### config.mk
export PLATFORM = sky130hd
export DESIGN_NAME = scan_sipo_decrypt_piso
export DESIGN_NICKNAME = d
export VERILOG_FILES = /design/src/rtl/scan_sipo_decrypt_piso.sv
export SDC_FILE = /design/constraint.sdc
export NUM_CORES = 1
export LEC_CHECK = 0
export CORE_MARGIN = 1
export CORE_UTILIZATION = 40
export CTS_BUF_LIST = sky130_fd_sc_hd__clkbuf_4 sky130_fd_sc_hd__clkbuf_8 sky130_fd_sc_hd__clkbuf_16
export CTS_CLUSTER_DIAMETER = 50
export DETAILED_ROUTE_END_ITERATION = 8
export PLACE_DENSITY = 0.8
export SLEW_MARGIN = 20
export SYNTH_ARGS = -nofsm -noshare
export SYNTH_HDL_FRONTEND = slang
export SYNTH_SLANG_ARGS = --single-unit
### constraint.sdc
create_clock -name clk -period 2.6 [get_ports clk]
set_clock_uncertainty 0.2 [all_clocks]
set_input_delay 0.26 -clock clk [delete_from_list [all_inputs] [get_ports clk]]
set_output_delay 0.26 -clock clk [all_outputs]
set_load 0.01 [all_outputs]
### src/rtl/scan_sipo_decrypt_piso.sv
`default_nettype none
// +--------------------------------------------------------------------------+
// | Module   : scan_sipo_decrypt_piso                                         |
// | Purpose  : Scan-port receive path. Deserializes a ciphertext block, hands |
// |            it to an external inverse-cipher core and serializes the      |
// |            plaintext back out. Optional macro DEC_TIMEOUT_EN adds a core |
// |            response watchdog with a sticky err_timeout flag.             |
// | Revision : 1.0  initial release                                          |
// +--------------------------------------------------------------------------+
module scan_sipo_decrypt_piso #(
    parameter int BLOCK_W     = 128,
    parameter int KEY_W       = 128,
    parameter int TIMEOUT_CYC = 64
) (
    input  logic               clk,
    input  logic               reset_n,
    input  logic               en,
    input  logic               start,
    input  logic               serial_in,
    input  logic [KEY_W-1:0]   initial_key,
    output logic               dec_start,
    output logic [BLOCK_W-1:0] dec_data_in,
    output logic [KEY_W-1:0]   dec_key,
    input  logic [BLOCK_W-1:0] dec_data_out,
    input  logic               dec_done,
    output logic               serial_out,
    output logic               out_valid,
    output logic               busy,
    output logic               block_done,
    output logic               err_timeout
);

    localparam int                 c_cnt_w    = $clog2(BLOCK_W) + 1;
    localparam logic [c_cnt_w-1:0] c_cnt_full = c_cnt_w'(BLOCK_W);

    if (BLOCK_W < 2 || KEY_W < 1 || TIMEOUT_CYC < 1) begin : g_param_check
        $error("scan_sipo_decrypt_piso: invalid parameter values");
    end

    typedef enum logic [2:0] {
        S_IDLE      = 3'd0,
        S_SHIFT_IN  = 3'd1,
        S_DEC_REQ   = 3'd2,
        S_DEC_WAIT  = 3'd3,
        S_SHIFT_OUT = 3'd4
    } state_t;

    state_t             state_q, state_d;
    logic [BLOCK_W-1:0] sreg_q, sreg_d;
    logic [BLOCK_W-1:0] oreg_q, oreg_d;
    logic [KEY_W-1:0]   key_q, key_d;
    logic [c_cnt_w-1:0] cnt_q, cnt_d;
    logic               block_done_q, block_done_d;

    logic               w_accept;
    logic               w_tmo_hit;
    logic [c_cnt_w-1:0] w_cnt_inc;

    assign w_accept  = (state_q == S_IDLE) && en && start;
    assign w_cnt_inc = cnt_q + 1'b1;

    always_comb begin
        state_d      = state_q;
        sreg_d       = sreg_q;
        oreg_d       = oreg_q;
        key_d        = key_q;
        cnt_d        = cnt_q;
        block_done_d = 1'b0;

        unique case (state_q)
            S_IDLE: begin
                if (w_accept) begin
                    key_d   = initial_key;
                    cnt_d   = '0;
                    state_d = S_SHIFT_IN;
                end
            end
            S_SHIFT_IN: begin
                if (en) begin
                    sreg_d = {sreg_q[BLOCK_W-2:0], serial_in};
                    cnt_d  = w_cnt_inc;
                    if (w_cnt_inc == c_cnt_full) begin
                        state_d = S_DEC_REQ;
                    end
                end
            end
            S_DEC_REQ: begin
                state_d = S_DEC_WAIT;
            end
            S_DEC_WAIT: begin
                // A response on the expiry edge still wins over the timeout.
                if (dec_done) begin
                    oreg_d  = dec_data_out;
                    cnt_d   = '0;
                    state_d = S_SHIFT_OUT;
                end else if (w_tmo_hit) begin
                    state_d = S_IDLE;
                end
            end
            S_SHIFT_OUT: begin
                if (en) begin
                    oreg_d = {oreg_q[BLOCK_W-2:0], 1'b0};
                    cnt_d  = w_cnt_inc;
                    if (w_cnt_inc == c_cnt_full) begin
                        block_done_d = 1'b1;
                        state_d      = S_IDLE;
                    end
                end
            end
            default: begin
                state_d = S_IDLE;
            end
        endcase
    end

    always_ff @(posedge clk or negedge reset_n) begin
        if (!reset_n) begin
            state_q      <= S_IDLE;
            sreg_q       <= '0;
            oreg_q       <= '0;
            key_q        <= '0;
            cnt_q        <= '0;
            block_done_q <= 1'b0;
        end else begin
            state_q      <= state_d;
            sreg_q       <= sreg_d;
            oreg_q       <= oreg_d;
            key_q        <= key_d;
            cnt_q        <= cnt_d;
            block_done_q <= block_done_d;
        end
    end

`ifdef DEC_TIMEOUT_EN
    localparam int                 c_tmo_w   = $clog2(TIMEOUT_CYC + 1);
    localparam logic [c_tmo_w-1:0] c_tmo_lim = c_tmo_w'(TIMEOUT_CYC);

    logic [c_tmo_w-1:0] tmo_q, tmo_d;
    logic               err_q, err_d;

    // tmo_q holds the number of cycles elapsed since the dec_start cycle.
    assign w_tmo_hit = (state_q == S_DEC_WAIT) && !dec_done && (tmo_q == c_tmo_lim);

    always_comb begin
        tmo_d = tmo_q;
        err_d = err_q;
        if (w_accept) begin
            err_d = 1'b0;
        end
        if (state_q == S_DEC_REQ) begin
            tmo_d = c_tmo_w'(1);
        end else if ((state_q == S_DEC_WAIT) && !dec_done && (tmo_q != c_tmo_lim)) begin
            tmo_d = tmo_q + 1'b1;
        end
        if (w_tmo_hit) begin
            err_d = 1'b1;
        end
    end

    always_ff @(posedge clk or negedge reset_n) begin
        if (!reset_n) begin
            tmo_q <= '0;
            err_q <= 1'b0;
        end else begin
            tmo_q <= tmo_d;
            err_q <= err_d;
        end
    end

    assign err_timeout = err_q;
`else
    assign w_tmo_hit   = 1'b0;
    assign err_timeout = 1'b0;
`endif

    assign dec_start   = (state_q == S_DEC_REQ);
    assign dec_data_in = sreg_q;
    assign dec_key     = key_q;
    assign out_valid   = (state_q == S_SHIFT_OUT);
    assign serial_out  = (state_q == S_SHIFT_OUT) && oreg_q[BLOCK_W-1];
    assign busy        = (state_q != S_IDLE);
    assign block_done  = block_done_q;

endmodule
`default_nettype wire

==> reports/summary.md, run 1 <==
## GRT
* antenna violations before repair: 4
* global-route wire length before repair: 68.9 mm
* number of global-route vias before repair: 12400
* residual overflow from global routing: 0
* pin count of the biggest net entering global routing: 78
* global routing usage summed across all routing layers: 21.5%

## Synth
* Warnings, synthesis: 0
* share of the synthesized netlist area taken by xor and xnor gates: 0.163%
* count of mapped cells out of synthesis: 1197
* combined area of all synthesized cells: 0.0161 mm^2
* leading register cell type out of synthesis: sky130_fd_sc_hd__dfrtp_1
* Syn Area/Cell: 13.4 um^2
* fraction of the mapped netlist area in compound gates: 5.12%
* sequential element share of the synthesized area: 61.7%
* total nets after synthesis: 1461
* Yosys top cell area share: 61.7%
* multiplexer fraction of the synthesized cell area: 25.9%
* proportion of synthesized flip-flops having asynchronous set or reset: 100%
* post-synth top area cell: sky130_fd_sc_hd__dfrtp_1
* largest family of logic cells by synthesized area: multiplexers
* distinct cell type count of the synthesized netlist: 38
* leading cell type by number of instances after synthesis: sky130_fd_sc_hd__dfrtp_1
* Post-Synth Adder-Cell Area: 0.156%
* synthesized flop and latch total: 396
* Simple-Gate Fraction of Synth Area: 4.52%
* most frequent cells after synthesis: sky130_fd_sc_hd__dfrtp_1, sky130_fd_sc_hd__mux2_1, sky130_fd_sc_hd__nand2_1
* count of flip-flops with a built-in enable after synthesis: 0
* synth top area cells: sky130_fd_sc_hd__dfrtp_1, sky130_fd_sc_hd__mux2_1, sky130_fd_sc_hd__mux2i_1

## Floorplan
* Starting Density: 40.5%
* num rows: 73
* total die area: 0.0410 mm^2
* Chip Height: 202 um
* boundary pin count: 524
* area of the core: 0.0396 mm^2
* Die W: 202 um

## Worst setup path
* Critical path buffers and inverters: 2
* CP cell instances: nor3_2 > buf_6 > and2_1 > clkdlybuf4s50_1
* kind of cell adding the most delay to the critical path: buffers and inverters
* startpoint class of the critical path: register
* crit path kind: register to output pin
* Max FO, Critical Path: 8
* Setup crit end kind: output pin
* peak per-stage delay on the critical path: 0.55 ns
* Worst EP arrival: 2.05 ns
* required time of the worst setup path: 2.14 ns
* Crit-path slowest cell: sky130_fd_sc_hd__clkdlybuf4s50_1

## Flow run
* max-capacitance violation count: 0

## STA
* fin crit period: 2.51 ns
* setup tns final: 0 ns
* final setup violation count: 0
* final max-slew violation count: 0
* Hold Fails Final Rpt: 0
* normalized max-slew margin: 50.8%
* Period Utilization, post-route: 96.6%
* Max Fclk: 398 MHz
* actual slew at the worst max-slew pin: 0.738 ns

## Route
* via count: 11300
* mean number of vias per cell: 4.93
* routed wire length: 44.6 mm
* residual antenna-violating net count after detailed routing: 0
* wire length per cell: 19.4 um
* 1st-iter DRT viols: 514
* Detailed Routing Iterations Pass 1: 4
* DRC viols: 0

## Clock network
* cell at the root of the clock tree: sky130_fd_sc_hd__clkbuf_16
* maximum root-to-sink buffer count: 3
* clock tree from TritonCTS: done
* clock sink total: 396
* H-tree levels: 2
* clock latency at the later pin of the worst-skew pair: 0.56 ns
* number of buffers inserted during clock tree synthesis: 45
* Clock transition at path regs: 0.06 ns

## Placement
* buffers added on ports: 522
* routability congestion estimate from global placement: 0.848
* Post-Place Cells: 2210
* placed wire-length estimate after detailed placement: 32.0 mm

## Cells and area
* Total Nets Final: 2001
* area taken by flip-flops and latches: 0.00991 mm^2
* growth of design area from synthesis to finish: 47.7%
* # fillers: 3055
* number of cells in the finished layout apart from fillers: 2301
* share of cells above drive strength 1: 12.9%
* area taken by multi-input logic gates: 0.00579 mm^2
* post-layout util: 59.9%

## Hold path
* Min-Delay Path Class: input port to register

## Power and ir drop
* power density over the cells: 976 mW/mm^2
* worst vdd ir: 0.000778 V
* leakage: 0.0104 uW

## Status
* status: completed

## cells by family after synthesis
logic type | Yosys count
AOI/OAI and AO/OA | 156
other | 1
adders and majority gates | 2
muxes | 384
DFF | 396
xor gates and xnor gates | 3
and+or+nand+nor | 175
buffers and inverters | 80
## worst register-to-register path: cells and delay by family, from the launching register on
| family | cells | cell delay [ns] |
|---|---|---|
| simple gates | 1 | 0.21 |
| compound gates | 1 | 0.09 |
| flops | 1 | 0.46 |
| mux | 1 | 0.35 |
| buf+inv | 3 | 0.75 |
## power by group
| part | internal [uW] | switching [uW] |
|---|---|---|
| sequential | 8360 | 1300 |
| clock | 3920 | 2550 |
| combinational | 3930 | 3120 |
| total | 16200 | 6970 |
## state kept, by name, summed over array words and instances, names as in the netlist
name,count
dec_key,128
block_done,1
oreg_q,128
cnt_q,8
dec_data_in,128
state_q,3
## path summary, 6_finish.rpt
path | slack, ns | cells past startpoint | startpoint | to
setup / recovery | 0.09 | 4 | state_q[1] | serial_out
hold / removal | 0.09 | 2 | initial_key[78] | dec_key[78]
setup reg to reg | 0.43 | 6 | state_q[1] | oreg_q[58]
hold reg to reg | 0.28 | 2 | oreg_q[123] | oreg_q[123]
max in group asynchronous | 1.27 | 3 | reset_n | oreg_q[93]
min in group asynchronous | 0.12 | 2 | reset_n | oreg_q[20]
## through the flow
step                power (uW)  setup WS [ns]  cell area [um^2]  hold WS (ns)
floorplan                12700          0.728             16100        -0.236
global placement         16500          0.415             22100         0.121
detailed placement       16800          0.383             22100         0.117
CTS                      23400         0.0150             23700        0.0527
global route             24400      -0.000224             23700        0.0785
finish                   23200         0.0881             23700        0.0912
## layout make-up
cell class                      instances  area share [%]
Clock buffer                           65            5.84
Multi-Input combinational cell        721            24.4
Timing Repair Buffer                  571            24.5
Sequential cell                       396            41.7
Inverter                                2          0.0316
Antenna cell                            3          0.0316
Tap cell                              525            2.77
Clock inverter                         18           0.701
## metal layers
layer	up-vias	part of all wire, %	global-route usage [%]
met1	5620	39	25.1
met4	0	2.5	8.43
met2	379	50	36.7
met5	-	0	0
met3	66	8.5	7.01
li1	5271	-	-
## cell usage in the layout (no fill, tap or decap), types with 5 or more instances in the layout
| cell type | Yosys | routed |
|---|---|---|
| sky130_fd_sc_hd__clkbuf_4 | 0 | 6 |
| sky130_fd_sc_hd__nand3_1 | 5 | 5 |
| sky130_fd_sc_hd__dfrtp_1 | 396 | 394 |
| sky130_fd_sc_hd__o21ai_0 | 6 | 6 |
| sky130_fd_sc_hd__mux2_1 | 170 | 170 |
| sky130_fd_sc_hd__clkinv_2 | 0 | 8 |
| sky130_fd_sc_hd__o21ai_1 | 135 | 135 |
| sky130_fd_sc_hd__clkbuf_16 | 0 | 47 |
| sky130_fd_sc_hd__clkbuf_8 | 0 | 12 |
| sky130_fd_sc_hd__nand2_1 | 138 | 138 |
| sky130_fd_sc_hd__buf_12 | 0 | 17 |
| sky130_fd_sc_hd__buf_4 | 11 | 30 |
| sky130_fd_sc_hd__nor2_1 | 7 | 7 |
| sky130_fd_sc_hd__mux2_2 | 86 | 86 |
| sky130_fd_sc_hd__clkdlybuf4s50_1 | 0 | 521 |
| sky130_fd_sc_hd__mux2i_1 | 128 | 128 |
## what timing repair did
action                                  in CTS  in global routing
buffers inserted                             2                  2
hold buffers                                 1                  0
endpoints found under the setup margin       1                  2
gates resized for setup                      3                  1
endpoints found under the hold margin       85                  0
pin swaps                                    0                  0
gates cloned                                 0                  0
Note: power is estimated with default switching activity, not from simulation.
==> run 2: changes to the inputs <==
- MAX_ROUTING_LAYER: unset -> met4
==> reports/summary.md, run 2 (same netlist as run 1, synthesis figures left out) <==
## Status
* status: completed, unchanged

## Cells and area
* commonest cells after routing, fill and taps aside: sky130_fd_sc_hd__clkdlybuf4s50_1, sky130_fd_sc_hd__dfrtp_1, sky130_fd_sc_hd__mux2_1, unchanged
* growth of design area from synthesis to finish: 47.7%, unchanged
* final instance area: 0.0237 mm^2, unchanged
* # fillers: 3055, unchanged
* most common library cell in the layout ignoring fill and taps: sky130_fd_sc_hd__clkdlybuf4s50_1, unchanged
* Total Nets Final: 2001, unchanged
* share of cells above drive strength 1: 12.9%, unchanged
* number of cells in the finished layout apart from fillers: 2301, unchanged

## Floorplan
* area of the core: 0.0396 mm^2, unchanged
* Starting Density: 40.5%, unchanged
* boundary pin count: 524, unchanged
* num rows: 73, unchanged
* Chip Height: 202 um, unchanged
* Die W: 202 um, unchanged
* total die area: 0.0410 mm^2, unchanged

## Route
* Detailed Routing Iterations Pass 1: 5, was 4
* DRC viols: 0, unchanged
* mean number of vias per cell: 4.91, was 4.93
* residual antenna-violating net count after detailed routing: 0, unchanged
* 1st-iter DRT viols: 569, was 514
* routed wire length: 44.6 mm, about the same
* wire length per cell: 19.4 um, about the same
* via count: 11300, about the same

## Power and ir drop
* leakage: 0.0104 uW, unchanged
* power density over the cells: 977 mW/mm^2, was 976 mW/mm^2
* worst vdd ir: 0.000777 V, was 0.000778 V

## GRT
* global routing usage summed across all routing layers: 22.2%, was 21.5%
* residual overflow from global routing: 0, unchanged
* pin count of the biggest net entering global routing: 78, unchanged
* global-route wire length before repair: 68.8 mm, was 68.9 mm
* antenna violations before repair: 4, unchanged
* number of global-route vias before repair: 12500, was 12400

## Worst setup path
* Worst EP arrival: 2.05 ns, about the same
* Critical path buffers and inverters: 2, unchanged
* CP cell instances: nor3_2 > buf_6 > and2_1 > clkdlybuf4s50_1, unchanged
* Crit-path slowest cell: sky130_fd_sc_hd__clkdlybuf4s50_1, unchanged
* launch point of the worst reg-to-reg path: state_q[1], unchanged
* worst flop-to-flop path endpoint: oreg_q[109], was oreg_q[58]
* crit path kind: register to output pin, unchanged
* Setup crit end kind: output pin, unchanged
* required time of the worst setup path: 2.14 ns, about the same
* Critical Path Stages: 4, unchanged
* register-to-register setup slack: 0.44 ns, was 0.43 ns
* peak per-stage delay on the critical path: 0.55 ns, about the same
* depth of the worst register-to-register path: 6, unchanged
* kind of cell adding the most delay to the critical path: buffers and inverters, unchanged
* startpoint class of the critical path: register, unchanged
* launch point of the worst path: state_q[1], unchanged
* Max FO, Critical Path: 8, unchanged

## Placement
* area of placed instances: 0.0221 mm^2, unchanged
* Post-Place Cells: 2210, unchanged
* routability congestion estimate from global placement: 0.861, was 0.848
* buffers added on ports: 522, unchanged
* placed wire-length estimate after detailed placement: 32.0 mm, unchanged

## Clock network
* clock tree from TritonCTS: done, unchanged
* clock latency at the later pin of the worst-skew pair: 0.55 ns, was 0.56 ns
* clock sink total: 396, unchanged
* number of buffers inserted during clock tree synthesis: 45, unchanged
* H-tree levels: 2, unchanged
* maximum root-to-sink buffer count: 3, unchanged
* Clock transition at path regs: 0.06 ns, about the same
* cell at the root of the clock tree: sky130_fd_sc_hd__clkbuf_16, unchanged

## STA
* actual slew at the worst max-slew pin: 0.722 ns, was 0.738 ns
* fin crit period: 2.51 ns, about the same
* Worst Hold Margin: 0.0913 ns, was 0.0912 ns
* Period Utilization, post-route: 96.5%, was 96.6%
* Max Fclk: 399 MHz, was 398 MHz
* Hold Fails Final Rpt: 0, unchanged
* final max-slew violation count: 0, unchanged
* normalized max-slew margin: 51.8%, was 50.8%
* setup tns final: 0 ns, unchanged
* final setup violation count: 0, unchanged

## Hold path
* hold path cells: 2, unchanged
* Min-Delay Path Class: input port to register, unchanged
* Hold Crit Endpoint: dec_key[113], was dec_key[78]
* hold wc startpoint: initial_key[113], was initial_key[78]

## Flow run
* max-capacitance violation count: 0, unchanged

==> run 2: cell counts in the layout (fill, tap and decap cells not counted) <==
Identical to the previous run, type by type.
==> run 2: power by group <==
group	internal, uW	total, uW	switching, uW
sequential	8360	9670	1310
combinational	3930	7050	3120
clock	3920	6470	2550
total	16200	23200	6980
==> run 2: per-stage QoR <==
step	power [uW]	util, %	setup slack, ns
after floorplan	12700	-	0.728
after detailed placement	16800	55.8	0.383
after global routing	24400	59.9	-0.000224
final	23200	59.9	0.0913
after CTS	23400	59.8	0.0150
after global placement	16500	55.8	0.415
==> run 2: layout make-up <==
type / instances / area [um^2] / share of cell area (%)
well taps: 525 / 657 / 2.77
repair buffers: 571 / 5820 / 24.5
flip-flops and latches: 396 / 9910 / 41.7
diodes: 3 / 7.51 / 0.0316
clock buffers: 65 / 1390 / 5.84
clock inverters: 18 / 166 / 0.701
multi-input cells: 721 / 5790 / 24.4
inverters: 2 / 7.51 / 0.0316
==> run 2: repair_timing <==
action / in CTS / in global routing
gates resized for setup: 3 / 1
setup endpoints to repair: 1 / 2
cloned: 0 / 0
hold buffers: 1 / 0
setup buffers: 2 / 2
endpoints found under the hold margin: 85 / 0
==> run 2: worst max path at each step <==
stage	endpoint	slack, ns
after floorplan	state_q[1]	0.73
after global placement	dec_key[14]	0.41
after detailed placement	dec_data_in[0]	0.38
after global routing	serial_out	-0.0002
final	serial_out	0.09
after CTS	dec_start	0.01
==> run 2: worst reg2reg max path: stages, from the launching register on <==
cell	delay, ns
sky130_fd_sc_hd__dfrtp_1	0.46
sky130_fd_sc_hd__nor3_2	0.21
sky130_fd_sc_hd__buf_6	0.14
sky130_fd_sc_hd__buf_4	0.20
sky130_fd_sc_hd__buf_12	0.42
sky130_fd_sc_hd__mux2i_1	0.33
sky130_fd_sc_hd__o21ai_1	0.09
==> run 2: layer usage <==
layer  up-vias  global-route usage (%)  routed length, um
met4         0                    8.32               1090
met3        63                    6.71               3580
li1       5272                       -                  -
met2       371                    36.7              22300
met5         -                       -                  0
met1      5581                    25.3              17600
==> run 3: changes to the inputs <==
- SETUP_SLACK_MARGIN: unset -> 0.5
- clock period: 2.6 -> 3 ns (I/O delays scaled with it)
==> reports/summary.md, run 3 (same netlist as run 1, synthesis figures left out) <==
## GRT
* residual overflow from global routing: 0, unchanged
* antenna violations before repair: 5, was 4
* number of global-route vias before repair: 12400, was 12500
* global-route wire length before repair: 69.4 mm, was 68.8 mm
* global routing usage summed across all routing layers: 22.5%, was 22.2%
* pin count of the biggest net entering global routing: 95, was 78

## Cells and area
* commonest cells after routing, fill and taps aside: sky130_fd_sc_hd__clkdlybuf4s50_1, sky130_fd_sc_hd__dfrtp_1, sky130_fd_sc_hd__mux2_1, unchanged
* # fillers: 3073, was 3055
* number of cells in the finished layout apart from fillers: 2297, was 2301
* final instance area: 0.0237 mm^2, about the same
* Total Nets Final: 2000, was 2001
* share of cells above drive strength 1: 12.7%, was 12.9%
* growth of design area from synthesis to finish: 47.6%, was 47.7%
* most common library cell in the layout ignoring fill and taps: sky130_fd_sc_hd__clkdlybuf4s50_1, unchanged

## STA
* unrepaired setup endpoints after global routing: false
* final max-slew violation count: 0, unchanged
* Hold Fails Final Rpt: 0, unchanged
* fin crit period: 2.41 ns
* normalized max-slew margin: 44.2%, was 51.8%
* Worst Hold Margin: 0.0954 ns, was 0.0913 ns
* Period Utilization, post-route: 80.3%
* final setup violation count: 0, unchanged
* setup tns final: 0 ns, unchanged
* actual slew at the worst max-slew pin: 0.837 ns, was 0.722 ns
* Max Fclk: 415 MHz
* slack of the critical path: 0.590 ns, was 0.0913 ns

## Route
* via count: 11300, about the same
* residual antenna-violating net count after detailed routing: 0, unchanged
* DRC viols: 0, unchanged
* Detailed Routing Iterations Pass 1: 5, unchanged
* mean number of vias per cell: 4.93, was 4.91
* 1st-iter DRT viols: 377, was 569
* routed wire length: 44.6 mm, about the same
* wire length per cell: 19.4 um, about the same

## Clock network
* Clock transition at path regs: 0.05 ns, was 0.06 ns
* number of buffers inserted during clock tree synthesis: 44, was 45
* clock sink total: 396, unchanged
* clock latency at the later pin of the worst-skew pair: 0.56 ns, was 0.55 ns
* H-tree levels: 2, unchanged
* clock tree from TritonCTS: done, unchanged
* cell at the root of the clock tree: sky130_fd_sc_hd__clkbuf_16, unchanged
* maximum root-to-sink buffer count: 3, unchanged

## Placement
* routability congestion estimate from global placement: 0.845, was 0.861
* Post-Place Cells: 2206, was 2210
* pre-CTS setup slack: 0.377 ns, was 0.383 ns
* area of placed instances: 0.0221 mm^2, about the same
* buffers added on ports: 522, unchanged
* placed wire-length estimate after detailed placement: 31.7 mm, was 32.0 mm

## Floorplan
* Starting Density: 40.5%, unchanged
* boundary pin count: 524, unchanged
* num rows: 73, unchanged
* Die W: 202 um, unchanged
* total die area: 0.0410 mm^2, unchanged
* area of the core: 0.0396 mm^2, unchanged
* Chip Height: 202 um, unchanged

## Power and ir drop
* worst vdd ir: 0.000615 V, was 0.000777 V
* part of the total power dissipated in the clock network: 27.5%, was 27.9%
* switching fraction of total power: 30.3%, was 30.1%
* combinational power share: 30.4%, about the same
* Sw Pwr: 6040 uW, was 6980 uW
* internal power contribution: 13900 uW, was 16200 uW
* portion of total power attributed to sequential cells: 42.2%, was 41.7%
* power density over the cells: 841 mW/mm^2, was 977 mW/mm^2
* leakage: 0.0104 uW, about the same

## Worst setup path
* Setup crit end kind: output pin, unchanged
* Critical path buffers and inverters: 1, was 2
* peak per-stage delay on the critical path: 0.57 ns, was 0.55 ns
* CP cell instances: nor2b_4 > nor2b_1 > clkdlybuf4s50_1, was nor3_2 > buf_6 > and2_1 > clkdlybuf4s50_1
* Crit-path slowest cell: sky130_fd_sc_hd__clkdlybuf4s50_1, unchanged
* crit path kind: register to output pin, unchanged
* required time of the worst setup path: 2.50 ns, was 2.14 ns
* kind of cell adding the most delay to the critical path: buffers and inverters, unchanged
* Worst EP arrival: 1.91 ns, was 2.05 ns
* startpoint class of the critical path: register, unchanged
* Max FO, Critical Path: 8, unchanged

## Status
* status: completed, unchanged

## Hold path
* Min-Delay Path Class: input port to register, unchanged

## Flow run
* max-capacitance violation count: 0, unchanged

==> run 3: cell types whose count changed in the layout (fill, tap and decap cells not counted), sizes merged, moves of 2 or more <==
cell           previous run  this run
clkdlybuf4s50           521       518
clkbuf                   65        61
diode                     3         5
dlygate4sd2               0         2
clkinvlp                  3         0
==> run 3: layout make-up <==
| type | count | area (um^2) | share of cell area (%) |
|---|---|---|---|
| Tap cell | 525 | 657 | 2.77 |
| Antenna cell | 5 | 12.5 | 0.0528 |
| Clock inverter | 16 | 215 | 0.907 |
| Timing Repair Buffer | 571 | 5830 | 24.6 |
| Inverter | 2 | 7.51 | 0.0317 |
| Clock buffer | 61 | 1280 | 5.39 |
| Multi-Input combinational cell | 721 | 5810 | 24.5 |
| Sequential cell | 396 | 9910 | 41.8 |
==> run 3: power groups by stage <==
stage                     clock network, uW  registers, uW  logic (uW)
after detailed placement                  0           8460        6050
after global placement                    0           8340        5890
after floorplan                           0           8640        2350
final                                  5480           8410        6060
after CTS                              5620           8420        6140
after global routing                   5800           8650        6570
==> run 3: worst min-delay path, delay by kind of cell <==
kind | cells | cell delay, ns
compound gates | 1 | 0.05
simple gates | 1 | 0.06
buf+inv | 1 | 0.40
==> run 3: worst paths after layout <==
| kind | start | endpoint | slack, ns | cells past startpoint |
|---|---|---|---|---|
| min in group asynchronous | reset_n | dec_key[119] | 0.19 | 2 |
| worst max register to register | state_q[0] | oreg_q[12] | 0.73 | 7 |
| worst min register to register | oreg_q[49] | oreg_q[49] | 0.28 | 2 |
| worst min-delay path | dec_data_out[0] | oreg_q[0] | 0.1 | 3 |
| worst max-delay path | state_q[1] | dec_start | 0.59 | 3 |
| max in group asynchronous | reset_n | oreg_q[94] | 1.57 | 3 |
==> run 3: timing repair <==
action | 4_1_cts | 5_1_grt
endpoints found under the setup margin | 7 | 3
resized for setup | 8 | 3
pin swaps | 1 | 1
hold buffers | 1 | 0
endpoints found under the hold margin | 79 | 0
buffers inserted | 4 | 4
==> run 3: layer usage <==
metal | vias up | share of wire (%) | track usage (%) | routed length (um)
met4 | 0 | 2.7 | 8.70 | 1190
met3 | 81 | 8.2 | 7.13 | 3670
met1 | 5617 | 39 | 25.8 | 17500
li1 | 5257 | - | - | -
met2 | 378 | 50 | 36.6 | 22200
met5 | - | 0 | - | 0
==> run 3: metrics by stage <==
stage	util, %	power, uW
finish	59.8	20000
global route	59.8	21000
CTS	59.7	20200
detailed placement	55.8	14500
global placement	55.8	14200
floorplan	-	11000
